--- src/rtl/arb_rr_4.sv ---
// Four-way round-robin arbiter producing a registered one-hot grant with a
// programmable hold limit; a forced release pulses timeout for one cycle.
module arb_rr_4 #(
    parameter int HOLD_MAX = 15
) (
    input  logic       clk,
    input  logic       rst_n,
    input  logic [3:0] req,
    input  logic       done,
    output logic [3:0] grant,
    output logic       busy,
    output logic       timeout
);

    localparam logic [0:0] IDLE  = 1'b0;
    localparam logic [0:0] GRANT = 1'b1;

    localparam logic [7:0] CNT_LAST = 8'(HOLD_MAX - 1);

    logic [0:0] state;
    logic [1:0] ptr;
    logic [7:0] cnt;
    logic [1:0] g;

    logic [7:0] req_dbl;
    logic [3:0] req_rot;
    logic [1:0] offs;
    logic [1:0] winner;

    // Rotating the request vector so bit 0 is the ptr requester turns the
    // round-robin scan into a fixed-priority encode.
    assign req_dbl = {req, req};
    assign req_rot = req_dbl[{1'b0, ptr} +: 4];

    always_comb begin
        offs = 2'd0;
        if (req_rot[0]) begin
            offs = 2'd0;
        end else if (req_rot[1]) begin
            offs = 2'd1;
        end else if (req_rot[2]) begin
            offs = 2'd2;
        end else begin
            offs = 2'd3;
        end
    end

    assign winner = ptr + offs;

    always_ff @(posedge clk or negedge rst_n) begin
        if (!rst_n) begin
            state   <= IDLE;
            ptr     <= 2'd0;
            cnt     <= 8'd0;
            g       <= 2'd0;
            grant   <= 4'b0000;
            busy    <= 1'b0;
            timeout <= 1'b0;
        end else begin
            timeout <= 1'b0;
            case (state)
                IDLE: begin
                    if (|req) begin
                        state <= GRANT;
                        grant <= 4'b0001 << winner;
                        busy  <= 1'b1;
                        g     <= winner;
                        cnt   <= 8'd0;
                        ptr   <= winner + 2'd1;
                    end
                end
                GRANT: begin
                    // done and a dropped request take precedence over the hold limit.
                    if (done || !req[g]) begin
                        state <= IDLE;
                        grant <= 4'b0000;
                        busy  <= 1'b0;
                        cnt   <= 8'd0;
                    end else if (cnt == CNT_LAST) begin
                        state   <= IDLE;
                        grant   <= 4'b0000;
                        busy    <= 1'b0;
                        cnt     <= 8'd0;
                        timeout <= 1'b1;
                    end else begin
                        cnt <= cnt + 8'd1;
                    end
                end
                default: begin
                    state <= IDLE;
                    grant <= 4'b0000;
                    busy  <= 1'b0;
                    cnt   <= 8'd0;
                end
            endcase
        end
    end

endmodule

--- config.mk ---
export PLATFORM = sky130hd
export DESIGN_NAME = arb_rr_4
export DESIGN_NICKNAME = d
export VERILOG_FILES = /design/src/rtl/arb_rr_4.sv
export SDC_FILE = /design/constraint.sdc
export NUM_CORES = 1
export LEC_CHECK = 0
export ABC_AREA = 1
export ABC_CLOCK_PERIOD_IN_PS = 1800
export CAP_MARGIN = 0
export CORE_UTILIZATION = 30
export CTS_CLUSTER_DIAMETER = 60
export DETAILED_ROUTE_END_ITERATION = 8
export PLACE_DENSITY = 0.6
export SETUP_SLACK_MARGIN = 0.15
export SKIP_CTS_REPAIR_TIMING = 1
export SLEW_MARGIN = 20
export SYNTH_ARGS = -nofsm -noshare
export SYNTH_HDL_FRONTEND = slang
export SYNTH_SLANG_ARGS = --single-unit
--- constraint.sdc ---
create_clock -name clk -period 1.8 [get_ports clk]
set_input_delay 0.36 -clock clk [delete_from_list [all_inputs] [get_ports clk]]
set_output_delay 0.36 -clock clk [all_outputs]
set_load 0.03 [all_outputs]
==> results of run 1 <==
-- worst register-to-register path, cell delays in order (launching register included) --
cell     delay [ns]
dfrtp_2        0.47
inv_2          0.10
nand2_2        0.06
nand2_2        0.07
o21ai_2        0.06
o32ai_2        0.26
ha_2           0.26
nand3_2        0.11
nand3_1        0.11
nand2_1        0.05
nand2_1        0.06
nand2_1        0.05
-- routing by layer --
metal / wire length, um / GRT usage [%] / up-vias / part of all wire (%)
met5: 0 / 0 / - / 0
met4: 0 / 1.16 / 0 / 0
met3: 82 / 3.83 / 0 / 3.5
met2: 1160 / 21.2 / 15 / 49
met1: 1110 / 16.0 / 466 / 47
li1: - / - / 527 / -
-- report_power, final --
| group | internal [mW] | switching (mW) |
|---|---|---|
| Combinational | 0.543 | 0.725 |
| Clock | 0.0863 | 0.133 |
| Sequential | 0.538 | 0.113 |
| Total | 1.17 | 0.971 |
-- logic make-up (layout without fill, tap and decap cells) --
group | after synthesis | after routing | synth area share (%)
xor gates and xnor gates | 5 | 5 | 3.97
adders and majority gates | 3 | 3 | 3.41
AOI/OAI and AO/OA | 13 | 13 | 7.72
buffers and inverters | 19 | 50 | 7.38
and+or+nand+nor | 82 | 82 | 33.5
muxes | 1 | 1 | 0.908
DFF | 19 | 19 | 43.1
-- layout by cell type, fill, tap and decap left out, types with 2 or more instances in the layout --
master,count
nor2_1,13
o21ai_0,2
nand3_2,4
nand2_1,37
dlymetal6s2s_1,10
nand4_1,6
dfrtp_1,18
xor2_1,5
buf_4,15
inv_2,6
o21ai_2,2
nand3_1,10
clkdlybuf4s50_1,2
a21oi_1,2
nor3_1,2
ha_1,2
clkbuf_4,3
nand2_2,5
inv_1,10
-- state kept, by name, summed over array words and instances, names as in the netlist --
signal and flops:
busy 1, grant 4, cnt 8, ptr 2, timeout 1, g 2, state 1
-- how the worst min path moves through the flow --
stage / startpoint / end / cells after the start
final: rst_n / timeout$_DFF_PN0_ / 2
after global routing: rst_n / timeout$_DFF_PN0_ / 2
after CTS: rst_n / timeout$_DFF_PN0_ / 2
after detailed placement: grant[0]$_DFFE_PN0P_ / grant[0]$_DFFE_PN0P_ / 2
after floorplan: rst_n / busy$_DFFE_PN0P_ / 0
after global placement: grant[1]$_DFFE_PN0P_ / grant[1]$_DFFE_PN0P_ / 2
-- through the flow --
| step | cells | area [um^2] | hold slack [ns] | utilization, % | setup WS [ns] |
|---|---|---|---|---|---|
| 4_1_cts | 218 | 1410 | 0.388 | 41.2 | -0.0499 |
| 6_report | 219 | 1500 | 0.387 | 43.8 | 0.0405 |
| 3_5_place_dp | 214 | 1380 | 0.462 | 40.4 | -0.340 |
| 5_1_grt | 219 | 1500 | 0.399 | 43.8 | -0.0767 |
| 3_3_place_gp | 214 | 1380 | 0.463 | 40.4 | -0.292 |
| 2_1_floorplan | 142 | 1100 | 0.0644 | - | 0.153 |
-- cell type report --
type                       instances  area share, %
sequential                        19           31.9
inverter                          18           4.68
timing repair buffer              28           18.0
multi-input combinational        104           39.9
tap                               46           3.85
clock buffer                       4           1.76
==> flow_summary.json, run 1 <==
{
  "cts.path.max_buffers": 2,
  "first_pass_iters": 4,
  "hpwl_mm": 1.73,
  "crit_type": "reg -> reg",
  "h-tree-depth": 1,
  "fp.dieH_um": 62.6,
  "gp_congestion": 0.840,
  "reg2reg_to": "ptr[1]$_DFFE_PN0P_",
  "layout.nets": 184,
  "synth_top_area_share_pct": 43.1,
  "cts_tree": "done",
  "seqCellArea_um2": 477,
  "slew_violations": 0,
  "yosysTopAreaCell": "dfrtp_1",
  "finalPower_mw": 2.14,
  "antenna_found_initial": 0,
  "core_area_um2": 3420,
  "r2r-start": "ptr[0]$_DFFE_PN0P_",
  "grt_pass1_vias": 943,
  "endpoint": "ptr[1]$_DFFE_PN0P_",
  "rsz0062_at_grt": "yes",
  "route.detailed.drc": 0,
  "reg2regPathDepth": 11,
  "syn-cell-area_um2": 1100,
  "cp_max_fo": 6,
  "syn_to_final_growth_pct": 35.8,
  "syn_inst": 142,
  "ctsRootBufferMaster": "clkbuf_4",
  "grt_max_degree": 20,
  "start_util_pct": 32.3,
  "port_buffers": 12,
  "finalSetupTns_ns": 0,
  "setup_viol": 0,
  "hold_violations": 0,
  "max_stage_delay_ns": 0.47,
  "grt.total_usage_pct": 12.5,
  "ys.warnings.count": 0,
  "diodes": 0,
  "startpoint": "ptr[0]$_DFFE_PN0P_",
  "synth-edff-count": 0,
  "num-fill-cells": 352,
  "timing.final.crit_share_pct": 97.7,
  "synthTopCellsByArea": "dfrtp_1 (43%), nand2_1 (14%), nand3_1 (6.4%), nor2_1 (4.4%), inv_1 (4.1%)",
  "cp.depth": 11,
  "p_leak_nw": 0.828,
  "synth_flop_cell": "dfrtp_1",
  "ys_ff_latch": 19,
  "insertion_delay_ns": 0.30,
  "grt.overflow.total": 0,
  "power.density_nw_per_um2": 1430,
  "clk_pin_slew_ns": 0.11,
  "yosysMostFrequentCell": "nand2_1",
  "syn_nets": 152,
  "layout_min_cycle_time_ns": 1.76,
  "drt_iter0_markers": 32,
  "cp_slowest_cell": "dfrtp_2",
  "cp_num_buf_inv": 1,
  "timing.slew.headroom_pct": 78.9,
  "fp.dieArea_um2": 3920,
  "synth-async-reset-ratio_pct": 100,
  "cts_buffers": 3,
  "tightest_slew_ns": 0.316,
  "r2r_setup_slack_ns": 0.04,
  "multi_input_area_um2": 597,
  "via_count": 1008,
  "rows": 21,
  "layout-drive-gt1-share_pct": 25.4,
  "critical_path_arrival_ns": 1.96,
  "critPathLaunchType": "flip-flop",
  "required_ns": 2.00,
  "grt_pass1_wl_mm": 3.99,
  "holdCritPathClass": "in -> async",
  "die_x_um": 62.6,
  "crit_top_cell": "nand2_1",
  "path_delay_family": "simple AND/OR/NAND/NOR gates",
  "ant_nets": 0,
  "max_cap_violations": 0,
  "synth_commonest_cells": "nand2_1 (41), dfrtp_1 (19), nand3_1 (14)",
  "critPathCaptureType": "flip-flop",
  "via_per_inst": 4.60,
  "cts.sinks": 19,
  "wire_per_inst_um": 10.8,
  "status": "finished clean",
  "path_cells": "inv_2 -> nand2_2 -> nand2_2 -> o21ai_2 -> o32ai_2 -> ha_2 -> nand3_2 -> nand3_1 -> nand2_1 -> nand2_1 -> nand2_1",
  "ios": 13,
  "skew_ns": 0.00321,
  "ys_seq_area_share_pct": 43.1,
  "ir_drop_v": 0.000933,
  "ys_types": 30,
  "routed_wl_mm": 2.36,
  "postSynthAreaPerCell_um2": 7.76,
  "max_freq_mhz": 568
}
(Power assumes the default switching activity.)
==> inputs of run 2 (changes only) <==
--- a/config.mk
+++ b/config.mk
@@ -8,10 +8,12 @@
 export ABC_AREA = 1
 export ABC_CLOCK_PERIOD_IN_PS = 1800
 export CAP_MARGIN = 0
+export CORE_MARGIN = 3
 export CORE_UTILIZATION = 30
 export CTS_CLUSTER_DIAMETER = 60
 export DETAILED_ROUTE_END_ITERATION = 8
-export PLACE_DENSITY = 0.6
+export DONT_BUFFER_PORTS = 1
+export PLACE_DENSITY = 0.55
 export SETUP_SLACK_MARGIN = 0.15
 export SKIP_CTS_REPAIR_TIMING = 1
 export SLEW_MARGIN = 20
==> run 2 against run 1 <==
Effect of this change:
- the run now ends with negative setup slack left
- sequential share of layout area rose by 4.2 points
- critical path depth stayed put
- clock power grew 32%
- sequential cell count is the same
- non-clock buffer count shrank 23
- cell area decreased by 11%
==> flow_summary.json, run 2 (synthesis gave the netlist of run 1 again) <==
{
  "fp.dieArea_um2": 4440,
  "wire_per_inst_um": 12.6,
  "p_leak_nw": 0.614,
  "gp_congestion": 0.829,
  "r2r-start": "ptr[0]$_DFFE_PN0P_",
  "cts_tree": "done",
  "via_count": 954,
  "dp.cells": 188,
  "layout.nets": 161,
  "routed_wl_mm": 2.47,
  "ir_drop_v": 0.000950,
  "route.detailed.drc": 0,
  "reg_top3": "cnt x8, grant x4",
  "critical_path_arrival_ns": 2.01,
  "placed_cell_area_um2": 1160,
  "port_buffers": 0,
  "skew_ns": 0.00276,
  "cts_buffers": 3,
  "slew_violations": 0,
  "h-tree-depth": 1,
  "start_util_pct": 32.0,
  "design_area_um2": 1330,
  "grt_max_degree": 20,
  "layout-drive-gt1-share_pct": 24.7,
  "finalSetupTns_ns": -0.0999,
  "fp.dieH_um": 66.6,
  "layout_commonest_cell": "nand2_1",
  "ios": 13,
  "finalPower_mw": 2.18,
  "dp_slack_ns": -0.0942,
  "reg2reg_to": "ptr[1]$_DFFE_PN0P_",
  "status": "complete, but fails checks",
  "grt.overflow.total": 0,
  "power.density_nw_per_um2": 1650,
  "holdCritPathClass": "in -> reg",
  "grt_pass1_wl_mm": 3.87,
  "drt_iter0_markers": 27,
  "critPathCaptureType": "flip-flop",
  "r2r_setup_slack_ns": -0.07,
  "layout.cells.non_filler": 196,
  "max_freq_mhz": 536,
  "top_register": "cnt",
  "timing.final.crit_share_pct": 104,
  "antenna_found_initial": 0,
  "via_per_inst": 4.87,
  "max_cap_violations": 0,
  "insertion_delay_ns": 0.25,
  "required_ns": 1.94,
  "grt.total_usage_pct": 11.4,
  "clk_pin_slew_ns": 0.07,
  "tightest_slew_ns": 0.846,
  "startpoint": "ptr[0]$_DFFE_PN0P_",
  "endpoint": "ptr[1]$_DFFE_PN0P_",
  "hold_violations": 0,
  "first_pass_iters": 4,
  "syn_to_final_growth_pct": 20.2,
  "crit_type": "reg -> reg",
  "critPathLaunchType": "flip-flop",
  "layout_common_cells": "nand2_1 (37), dfrtp_1 (17), nor2_1 (11)",
  "core_area_um2": 3440,
  "reg2regPathDepth": 11,
  "cp_max_fo": 5,
  "grt_pass1_vias": 884,
  "ctsRootBufferMaster": "clkbuf_8",
  "die_x_um": 66.6,
  "setup_viol": 3,
  "hpwl_mm": 1.68,
  "timing.slew.headroom_pct": 43.4,
  "layout_min_cycle_time_ns": 1.87,
  "largest_register_ffs": 8,
  "cts.sinks": 19,
  "setup_ws_ns": -0.0674,
  "rows": 21,
  "ant_nets": 0,
  "rsz0062_at_grt": "yes",
  "diodes": 0,
  "cts.path.max_buffers": 2,
  "violations": "negative setup slack"
}
## run 2: cell count changes in the layout (fill, tap and decap cells not counted), sizes merged
cell,before,now
dlygate4sd3,0,1
buf,16,4
dlymetal6s2s,10,0
clkdlybuf4s50,2,0
## run 2: worst min path at each step
| stage | end | start | slack (ns) | depth (start not counted) |
|---|---|---|---|---|
| 4_1_cts | timeout$_DFF_PN0_ | rst_n | -0.21 | 0 |
| 3_5_place_dp | timeout$_DFF_PN0_ | rst_n | 0.06 | 0 |
| 6_report | timeout$_DFF_PN0_ | done | 0.26 | 3 |
| 3_3_place_gp | timeout$_DFF_PN0_ | rst_n | 0.06 | 0 |
| 5_1_grt | timeout$_DFF_PN0_ | done | 0.27 | 3 |
| 2_1_floorplan | busy$_DFFE_PN0P_ | rst_n | 0.06 | 0 |
## run 2: critical path, stage by stage (launching register included)
cell and delay [ns]:
dfrtp_2 0.45, nand2_1 0.12, nand2_2 0.09, nand2_2 0.07
o21ai_2 0.06, o32ai_2 0.29, ha_2 0.29, nand3_2 0.15
nand3_2 0.10, nand2_1 0.05, nand2_1 0.05, nand2_1 0.05
## run 2: metrics by stage
stage               hold WS, ns  util, %
finish                    0.257     38.5
global route              0.268     38.5
CTS                      -0.213     34.9
detailed placement       0.0649     33.6
global placement         0.0649     33.6
floorplan                0.0644        -
## run 2: per-layer routing
layer | track usage, % | share of wire, %
met5 | 0 | 0
met4 | 4.06 | 1.1
met3 | 3.88 | 4.5
met2 | 19.1 | 53
met1 | 13.5 | 42
## run 2: final cells by class
class	instances	area [um^2]
fillers	350	2120
multi-input cells	104	627
flip-flops and latches	19	478
inverters	18	70.1
well taps	46	57.6
repair buffers	5	47.5
clock buffers	4	45.0
## run 2: where the power goes
group	internal [mW]	switching, mW	total (mW)
logic	0.460	0.703	1.16
registers	0.541	0.188	0.729
clock network	0.157	0.132	0.289
